<file path="config.mk">
export PLATFORM = sky130hd
export DESIGN_NAME = mw_pipeline_stage
export DESIGN_NICKNAME = d
export VERILOG_FILES = /design/src/rtl/mw_pipeline_stage.sv
export SDC_FILE = /design/constraint.sdc
export NUM_CORES = 1
export LEC_CHECK = 0
export CAP_MARGIN = 10
export CORE_ASPECT_RATIO = 1.2
export CORE_MARGIN = 5
export CORE_UTILIZATION = 35
export CTS_BUF_LIST = sky130_fd_sc_hd__clkbuf_16
export DETAILED_ROUTE_END_ITERATION = 10
export GPL_TIMING_DRIVEN = 0
export PLACE_DENSITY = 0.8
export REMOVE_ABC_BUFFERS = 1
export SYNTH_ARGS = -nofsm -noshare
export SYNTH_HDL_FRONTEND = slang
export SYNTH_SLANG_ARGS = --single-unit
</file>
<file path="constraint.sdc">
create_clock -name clk -period 1.9 [get_ports clk]
set_clock_uncertainty 0.2 [all_clocks]
set_input_delay 0.475 -clock clk [delete_from_list [all_inputs] [get_ports clk]]
set_output_delay 0.475 -clock clk [all_outputs]
set_load 0.02 [all_outputs]
</file>
<file path="src/rtl/mw_pipeline_stage.sv">
// MEM->WB pipeline stage: DEPTH register slices with stall/flush, valid tracking,
// write-back data select and register-file forwarding hit detection.
module mw_pipeline_stage #(
  parameter int DATA_WIDTH = 32,
  parameter int ADDR_WIDTH = 5,
  parameter int DEPTH      = 1,
  parameter int ZERO_REG   = 1
) (
  input  logic                  clk,
  input  logic                  rst_n,
  input  logic                  stall,
  input  logic                  flush,
  input  logic                  in_valid,
  input  logic [DATA_WIDTH-1:0] mem_read_data,
  input  logic [DATA_WIDTH-1:0] alu_result,
  input  logic [ADDR_WIDTH-1:0] write_reg_addr,
  input  logic                  reg_write,
  input  logic                  mem_reg,
  input  logic [ADDR_WIDTH-1:0] fwd_rs_addr,
  input  logic [ADDR_WIDTH-1:0] fwd_rt_addr,
  output logic [DATA_WIDTH-1:0] mem_read_data_buffered,
  output logic [DATA_WIDTH-1:0] alu_result_buffered,
  output logic [ADDR_WIDTH-1:0] write_reg_addr_buffered,
  output logic                  reg_write_buffered,
  output logic                  mem_reg_buffered,
  output logic                  out_valid,
  output logic [DATA_WIDTH-1:0] wb_data,
  output logic                  fwd_rs_hit,
  output logic                  fwd_rt_hit
);

  if (DEPTH < 1 || DEPTH > 4) begin : g_depth_check
    $error("mw_pipeline_stage: DEPTH must be in 1..4");
  end

  typedef struct packed {
    logic                  valid;
    logic [DATA_WIDTH-1:0] mem;
    logic [DATA_WIDTH-1:0] alu;
    logic [ADDR_WIDTH-1:0] addr;
    logic                  rw;
    logic                  mr;
  } slice_t;

  slice_t in_slice;
  slice_t pipe_q [DEPTH];
  slice_t pipe_d [DEPTH];
  slice_t last;
  logic   suppress;

  always_comb begin
    in_slice       = '0;
    in_slice.valid = in_valid;
    in_slice.mem   = mem_read_data;
    in_slice.alu   = alu_result;
    in_slice.addr  = write_reg_addr;
    in_slice.rw    = reg_write & in_valid;
    in_slice.mr    = mem_reg;
  end

  // Flush is checked first so it overrides stall; data fields are left as-is.
  always_comb begin
    pipe_d = pipe_q;
    if (flush) begin
      for (int unsigned k = 0; k < DEPTH; k++) begin
        pipe_d[k].valid = 1'b0;
        pipe_d[k].rw    = 1'b0;
      end
    end else if (!stall) begin
      pipe_d[0] = in_slice;
      for (int unsigned k = 1; k < DEPTH; k++) begin
        pipe_d[k] = pipe_q[k-1];
      end
    end
  end

  always_ff @(posedge clk or negedge rst_n) begin
    if (!rst_n) begin
      for (int unsigned k = 0; k < DEPTH; k++) begin
        pipe_q[k] <= '0;
      end
    end else begin
      pipe_q <= pipe_d;
    end
  end

  assign last     = pipe_q[DEPTH-1];
  assign suppress = (ZERO_REG != 0) && (last.addr == '0);

  assign mem_read_data_buffered  = last.mem;
  assign alu_result_buffered     = last.alu;
  assign write_reg_addr_buffered = last.addr;
  assign mem_reg_buffered        = last.mr;
  assign out_valid               = last.valid;
  assign reg_write_buffered      = last.rw & last.valid & ~suppress;

  always_comb begin
    wb_data = '0;
    if (last.valid) begin
      wb_data = last.mr ? last.mem : last.alu;
    end
  end

  assign fwd_rs_hit = reg_write_buffered & (last.addr == fwd_rs_addr);
  assign fwd_rt_hit = reg_write_buffered & (last.addr == fwd_rt_addr);

endmodule

</file>
==> key figures, run 1 <==
Worst setup path
  – WP data required: 1.22 ns
  – Worst path bufs/invs: 1
  – Startpoint Class: flip-flop
  – Delay of the slowest cell on the worst path: approximately 0.55 ns
  – Crit Path Category: reg -> out
  – Crit path DAT: roughly 1.7 ns
  – CP max stage cell: or4_4
  – Critical path's top delay family: simple AND/OR/NAND/NOR gates
  – Maximum fanout along the worst path: 3
  – Critical-path cell list: or4_4 > o211ai_4 > nor4_2 > buf_4
  – CP Capture Type: output pin

Drt
  – DR iter-0 viols: between 60 and 70
  – Drt total wl: about 11 mm
  – DRC violations left: 0
  – Drt first pass iters: 4
  – Via count: 2751
  – ANT nets after route: 0
  – Wirelength per Cell: ~18 um
  – Vias per cell: between 4 and 5

Cells and area
  – Antenna cells: 0
  – Final net count: around 540
  – Fill cells: 998
  – Share of layout cells above drive strength 1: between 30% and 40%
  – Most frequent cells in the layout: clkdlybuf4s50_1, mux2_2, dfrtp_1, dlygate4sd2_1, buf_4
  – Design area: just under 6000 um^2
  – Synth-to-Final Area Change: 50.5%
  – Most common cell after layout, fill and taps aside: clkdlybuf4s50_1

GRT
  – First-pass GRT wire length: 16.7 mm
  – Largest net degree at the start of global routing: between 70 and 80
  – Antenna violations before repair: 0
  – Total GRT Usage: around 16%
  – Total grt overflow: 0
  – Vias in the first global route: between 3000 and 4000

Power and ir drop
  – Switching power: about 1.6 mW
  – Sw Ratio: slightly above 30%
  – Internal power: about 3.7 mW
  – P per Cell Area: about 900 nW/um^2
  – Clk network pwr share: 31.7%
  – Worst VDD drop: approximately 0.47 mV
  – Sequential power share: a little under two fifths
  – Static leakage: around 2.7 nW
  – Gate power share: 31.5%

Outcome
  – Failing checks: setup timing
  – Outcome: finished with violations

Yosys
  – Synthesis-stage register bit count: 72
  – Syn Inst Count: approximately 310
  – Syn Std Cell Area: 3900 um^2
  – Mapped Avg Cell Area: between 10 and 15 um^2
  – Sequential-to-total area share from yosys stat: between 40% and 50%
  – Unique cell type count in the Yosys netlist: 20
  – Synth Warn #: 0

STA
  – Unrepaired setup endpoints after global routing: true
  – Hold_ws: ~0.32 ns
  – Fin crit period: roughly 2.4 ns
  – Fmax: 0.419 GHz
  – Max Slew Vio Count: 0
  – Measured slew at the worst slew-check pin: 0.358 ns
  – Fin crit share: 126%
  – Setup violators final: 35
  – Final Hold Violating Endpoints: 0
  – Setup ws final: -0.487 ns
  – Slew HR: 76.2%

Floorplanning
  – # rows: 42
  – Total die area: between 10000 and 15000 um^2
  – Die Width: 106 um
  – Core area: 11000 um^2
  – Die Height: about 130 um
  – # IOs: 192
  – Initial Util: about 36%

Clock tree
  – Worst-path clk slew: about 0.06 ns
  – CTS sink cnt: 72
  – TritonCTS clock tree: built
  – Clk buf depth: 2
  – Total CTS buffers: 9
  – CTS H-tree lvls: 3
  – Worst skew pair latency: between 0.3 and 0.4 ns
  – Root Driver: clkbuf_16

Min path
  – Hold/Removal Path Class: reg -> reg

Placed design
  – Dpl cell area: ~5400 um^2
  – Port Buffers: 191
  – Final Wtd Congestion: ~0.74
  – HPWL reported at the end of detailed placement: between 7 and 8 mm

Run
  – MaxCap Viol Count: 0
## registers in the layout, indices dropped and copies added (netlist names)
signal	flops
mem_reg_buffered	1
alu_result_buffered	32
last	1
out_valid	1
mem_read_data_buffered	32
write_reg_addr_buffered	5
## timing repair
item,in CTS,in global routing
endpoints found under the setup margin,167,57
gates resized for setup,264,14
pin swaps,5,3
cloned,2,2
hold buffers,1,0
endpoints found under the hold margin,72,0
buffers inserted,15,3
## worst reg2reg max path, stage by stage, from the launching register on
cell	delay (ns)
dfrtp_4	0.57
clkbuf_16	0.20
mux2_2	0.26
## stage by stage
step	utilization (%)	instances	setup TNS (ns)	setup slack [ns]	total power [mW]
after CTS	52.8	590	-10.06	-0.507	5.34
after detailed placement	49.6	556	-55.63	-1.19	3.68
after floorplan	-	229	-101.54	-1.13	2.76
final	53.5	593	-9.78	-0.487	5.30
after global placement	48.8	552	-387.51	-2.43	3.61
after global routing	53.5	593	-12.52	-0.535	5.57
## per-layer routing
layer | vias up | share of wire (%) | global-route usage, %
met5 | - | 0 | 0
met4 | 0 | 1.7 | 4.82
met3 | 15 | 7.0 | 4.96
met2 | 109 | 56 | 29.1
met1 | 1350 | 36 | 17.0
li1 | 1277 | - | -
## cell families (layout without fill, tap and decap cells)
kind of cell              count (synthesis)  count (layout)  synth area share, %
muxes                                   103             103                 28.6
and+or+nand+nor                          41              41                 6.44
DFF                                      72              72                 46.1
buffers and inverters                    84             233                 16.1
xor gates and xnor gates                 10              10                 2.24
AOI/OAI and AO/OA                         2               2                0.448
## path summary, 6_finish.rpt
| path | start | end | slack (ns) | depth (start not counted) |
|---|---|---|---|---|
| hold / removal | alu_result_buffered[5] | alu_result_buffered[5] | 0.32 | 1 |
| max in group asynchronous | rst_n | out_valid | 0.68 | 3 |
| hold reg to reg | alu_result_buffered[5] | alu_result_buffered[5] | 0.32 | 1 |
| setup / recovery | write_reg_addr_buffered[2] | fwd_rs_hit | -0.49 | 4 |
| min in group asynchronous | rst_n | alu_result_buffered[24] | 0.49 | 3 |
| setup reg to reg | mem_reg_buffered | mem_reg_buffered | 0.56 | 2 |
## cell usage after synthesis, drive strengths merged
cell    instances  share of area [%]
a21oi           1               0.13
nand3           2               0.26
clkbuf          3               0.29
inv             1              0.096
mux2i          33                8.5
dfrtp          72                 46
xnor2           6                1.3
o211ai          1               0.32
nor4            2               0.32
nor2            2               0.26
nand3b          1               0.19
mux2           70                 20
buf            80                 16
or4             1               0.19
nor2b          32                5.1
nand2           1              0.096
xor2            4               0.90
## power by group through the flow
stage,Combinational [mW],Sequential [mW],Clock [mW]
after floorplan,0.494,2.26,0
after global placement,1.59,2.02,0
after detailed placement,1.66,2.01,0
after CTS,1.66,1.94,1.73
after global routing,1.77,1.99,1.81
final,1.67,1.95,1.68
## area by class of cell
| type | count | area (um^2) | area share (%) |
|---|---|---|---|
| Clock inverter | 7 | 72.6 | 1.23 |
| Multi-Input combinational cell | 156 | 1510 | 25.7 |
| Clock buffer | 9 | 225 | 3.83 |
| Timing Repair Buffer | 216 | 2090 | 35.6 |
| Tap cell | 132 | 165 | 2.81 |
| Sequential cell | 72 | 1810 | 30.8 |
| Inverter | 1 | 3.75 | 0.0639 |
(Power assumes the default switching activity.)
==> run 2: changes to the inputs <==
--- a/config.mk
+++ b/config.mk
@@ -7,7 +7,6 @@
 export LEC_CHECK = 0
 export CAP_MARGIN = 10
 export CORE_ASPECT_RATIO = 1.2
-export CORE_MARGIN = 5
 export CORE_UTILIZATION = 35
 export CTS_BUF_LIST = sky130_fd_sc_hd__clkbuf_16
 export DETAILED_ROUTE_END_ITERATION = 10
==> run 2 against run 1 <==
Compared with the run above:
- the run ends with DRC, setup timing left
- via count grew 0.76%
- flip-flop and latch count is the same
- maximum frequency shrank 1.5%
- largest cell class unchanged
- worst setup slack lost 0.037 ns
- first-iteration DRC count grew 4.6%
- worst hold slack lost 0.24 ns
- combinational power grew 2%
- die area shrank 13%
- wire length shrank 3.3%
- power shrank 3.6%
- sequential share of layout area shrank 0.14 points
- clock-buffer cell count is the same
==> key figures, run 2 (synthesized netlist as in run 1, its figures left out) <==
Power and ir drop
  – Tot Pwr: a little over 5 mW
  – Switching power: between 1.5 and 2 mW
  – Sequential power share: between 30% and 40%
  – Worst VDD drop: approximately 0.44 mV
  – Sw Ratio: a little under a third
  – Static leakage: between 2 and 3 nW
  – Gate power share: about a third
  – Internal power: approximately 3.5 mW
  – P per Cell Area: approximately 860 nW/um^2
  – Clk network pwr share: around 28%

Drt
  – DRC violations left: 13
  – DR iter-0 viols: between 60 and 70
  – Wirelength per Cell: around 17 um
  – Drt total wl: around 10 mm
  – Via count: roughly 2800
  – ANT nets after route: 0
  – Drt first pass iters: 7
  – Vias per cell: between 4 and 5

Cells and area
  – Antenna cells: 0
  – Most frequent cells in the layout: clkdlybuf4s50_1, mux2_2, dlygate4sd2_1
  – Final net count: around 550
  – Fill cells: 941
  – Finished Layout Cells: between 500 and 600
  – Share of layout cells above drive strength 1: 35.3%
  – Synth-to-Final Area Change: 51.3%
  – Most common cell after layout, fill and taps aside: clkdlybuf4s50_1

Worst setup path
  – Crit Path Category: reg -> out
  – WP data required: between 1 and 1.5 ns
  – CP Capture Type: output pin
  – Worst Setup SP: write_reg_addr_buffered[2]
  – Crit path DAT: 1.75 ns
  – Worst reg2reg startpoint: mem_reg_buffered
  – Startpoint Class: flip-flop
  – Maximum fanout along the worst path: 3

Clock tree
  – Clk buf depth: 2
  – CTS H-tree lvls: 3
  – Root Driver: clkbuf_16
  – Worst skew pair latency: between 0.3 and 0.4 ns
  – Worst-path clk slew: 0.06 ns
  – TritonCTS clock tree: built
  – Total CTS buffers: 9
  – CTS sink cnt: 72
  – Hold_buf cts: 0

GRT
  – Total GRT Usage: 18.0%
  – Largest net degree at the start of global routing: 73
  – Vias in the first global route: 2982
  – Total grt overflow: 0
  – Antenna violations before repair: 0
  – First-pass GRT wire length: 16.0 mm

STA
  – Final Hold Violating Endpoints: 0
  – Max Slew Vio Count: 0
  – Fmax: roughly 0.41 GHz
  – Fin crit share: 128%
  – Slew HR: about two fifths
  – Setup TNS: -9.68 ns
  – Setup ws final: -0.524 ns
  – Fin crit period: about 2.4 ns
  – Unrepaired setup endpoints after global routing: true
  – Hold_ws: just under 0.09 ns
  – Setup violators final: 35
  – Measured slew at the worst slew-check pin: ~0.92 ns

Outcome
  – Failing checks: DRC, setup timing
  – Outcome: finished with violations

Placed design
  – Cells after DPL: 552
  – Pre-CTS setup slack: -1.28 ns
  – Port Buffers: 191
  – Final Wtd Congestion: roughly 0.72
  – HPWL reported at the end of detailed placement: approximately 6.5 mm

Floorplanning
  – Total die area: ~12000 um^2
  – Die Height: around 120 um
  – Initial Util: between 30% and 40%
  – Die Width: 98.4 um
  – # IOs: between 150 and 200
  – Core area: 10700 um^2
  – # rows: between 40 and 50

Min path
  – Hold/Removal Path Class: in -> async

Run
  – MaxCap Viol Count: 0
==> run 2: through the flow <==
step           cell area, um^2  util [%]
2_1_floorplan             3280         -
3_3_place_gp              5350      50.2
3_5_place_dp              5420      50.8
4_1_cts                   5840      54.7
5_1_grt                   5910      55.4
6_report                  5910      55.4
==> run 2: cell type report <==
type	count	area, um^2	share of cell area, %
clock buffer	9	225	3.81
clock inverter	7	31.3	0.529
inverter	1	3.75	0.0635
multi-input combinational	156	1510	25.6
sequential	72	1810	30.7
tap	129	161	2.73
timing repair buffer	223	2160	36.6
==> run 2: worst paths after layout <==
check                                                to  cells past startpoint  slack [ns]
worst max-delay path                         fwd_rs_hit                      4       -0.52
worst min-delay path            alu_result_buffered[17]                      1        0.09
worst max register to register         mem_reg_buffered                      2        0.63
worst min register to register  alu_result_buffered[20]                      1        0.33
max in group asynchronous                     out_valid                      1        0.72
min in group clk                                last[1]                      2        0.24
==> run 2: critical path: stages (launching register included) <==
cell      delay, ns
dfrtp_2        0.40
or4_4          0.55
o211ai_4       0.26
nor4_4         0.06
buf_4          0.16
==> run 2: timing repair <==
item / CTS / global route
pin swaps: 6 / 2
cloned: 2 / 1
setup buffers: 23 / 3
setup endpoints to repair: 141 / 83
gates resized for setup: 280 / 11
==> run 2: power by group through the flow <==
| stage | registers (mW) | clock network, mW | logic [mW] |
|---|---|---|---|
| 6_report | 1.94 | 1.45 | 1.71 |
| 5_1_grt | 1.98 | 1.57 | 1.81 |
| 4_1_cts | 1.94 | 1.51 | 1.68 |
| 3_5_place_dp | 2.01 | 0 | 1.63 |
| 3_3_place_gp | 2.02 | 0 | 1.58 |
| 2_1_floorplan | 2.26 | 0 | 0.494 |
==> run 2: per-layer routing <==
layer | up-vias | share of wire, % | track usage [%] | wire length (um)
met5 | - | 0 | 0 | 0
met4 | 0 | 1.6 | 6.25 | 170
met3 | 13 | 6.0 | 4.28 | 626
met2 | 103 | 55 | 33.8 | 5710
met1 | 1368 | 37 | 19.4 | 3880
li1 | 1288 | - | - | -
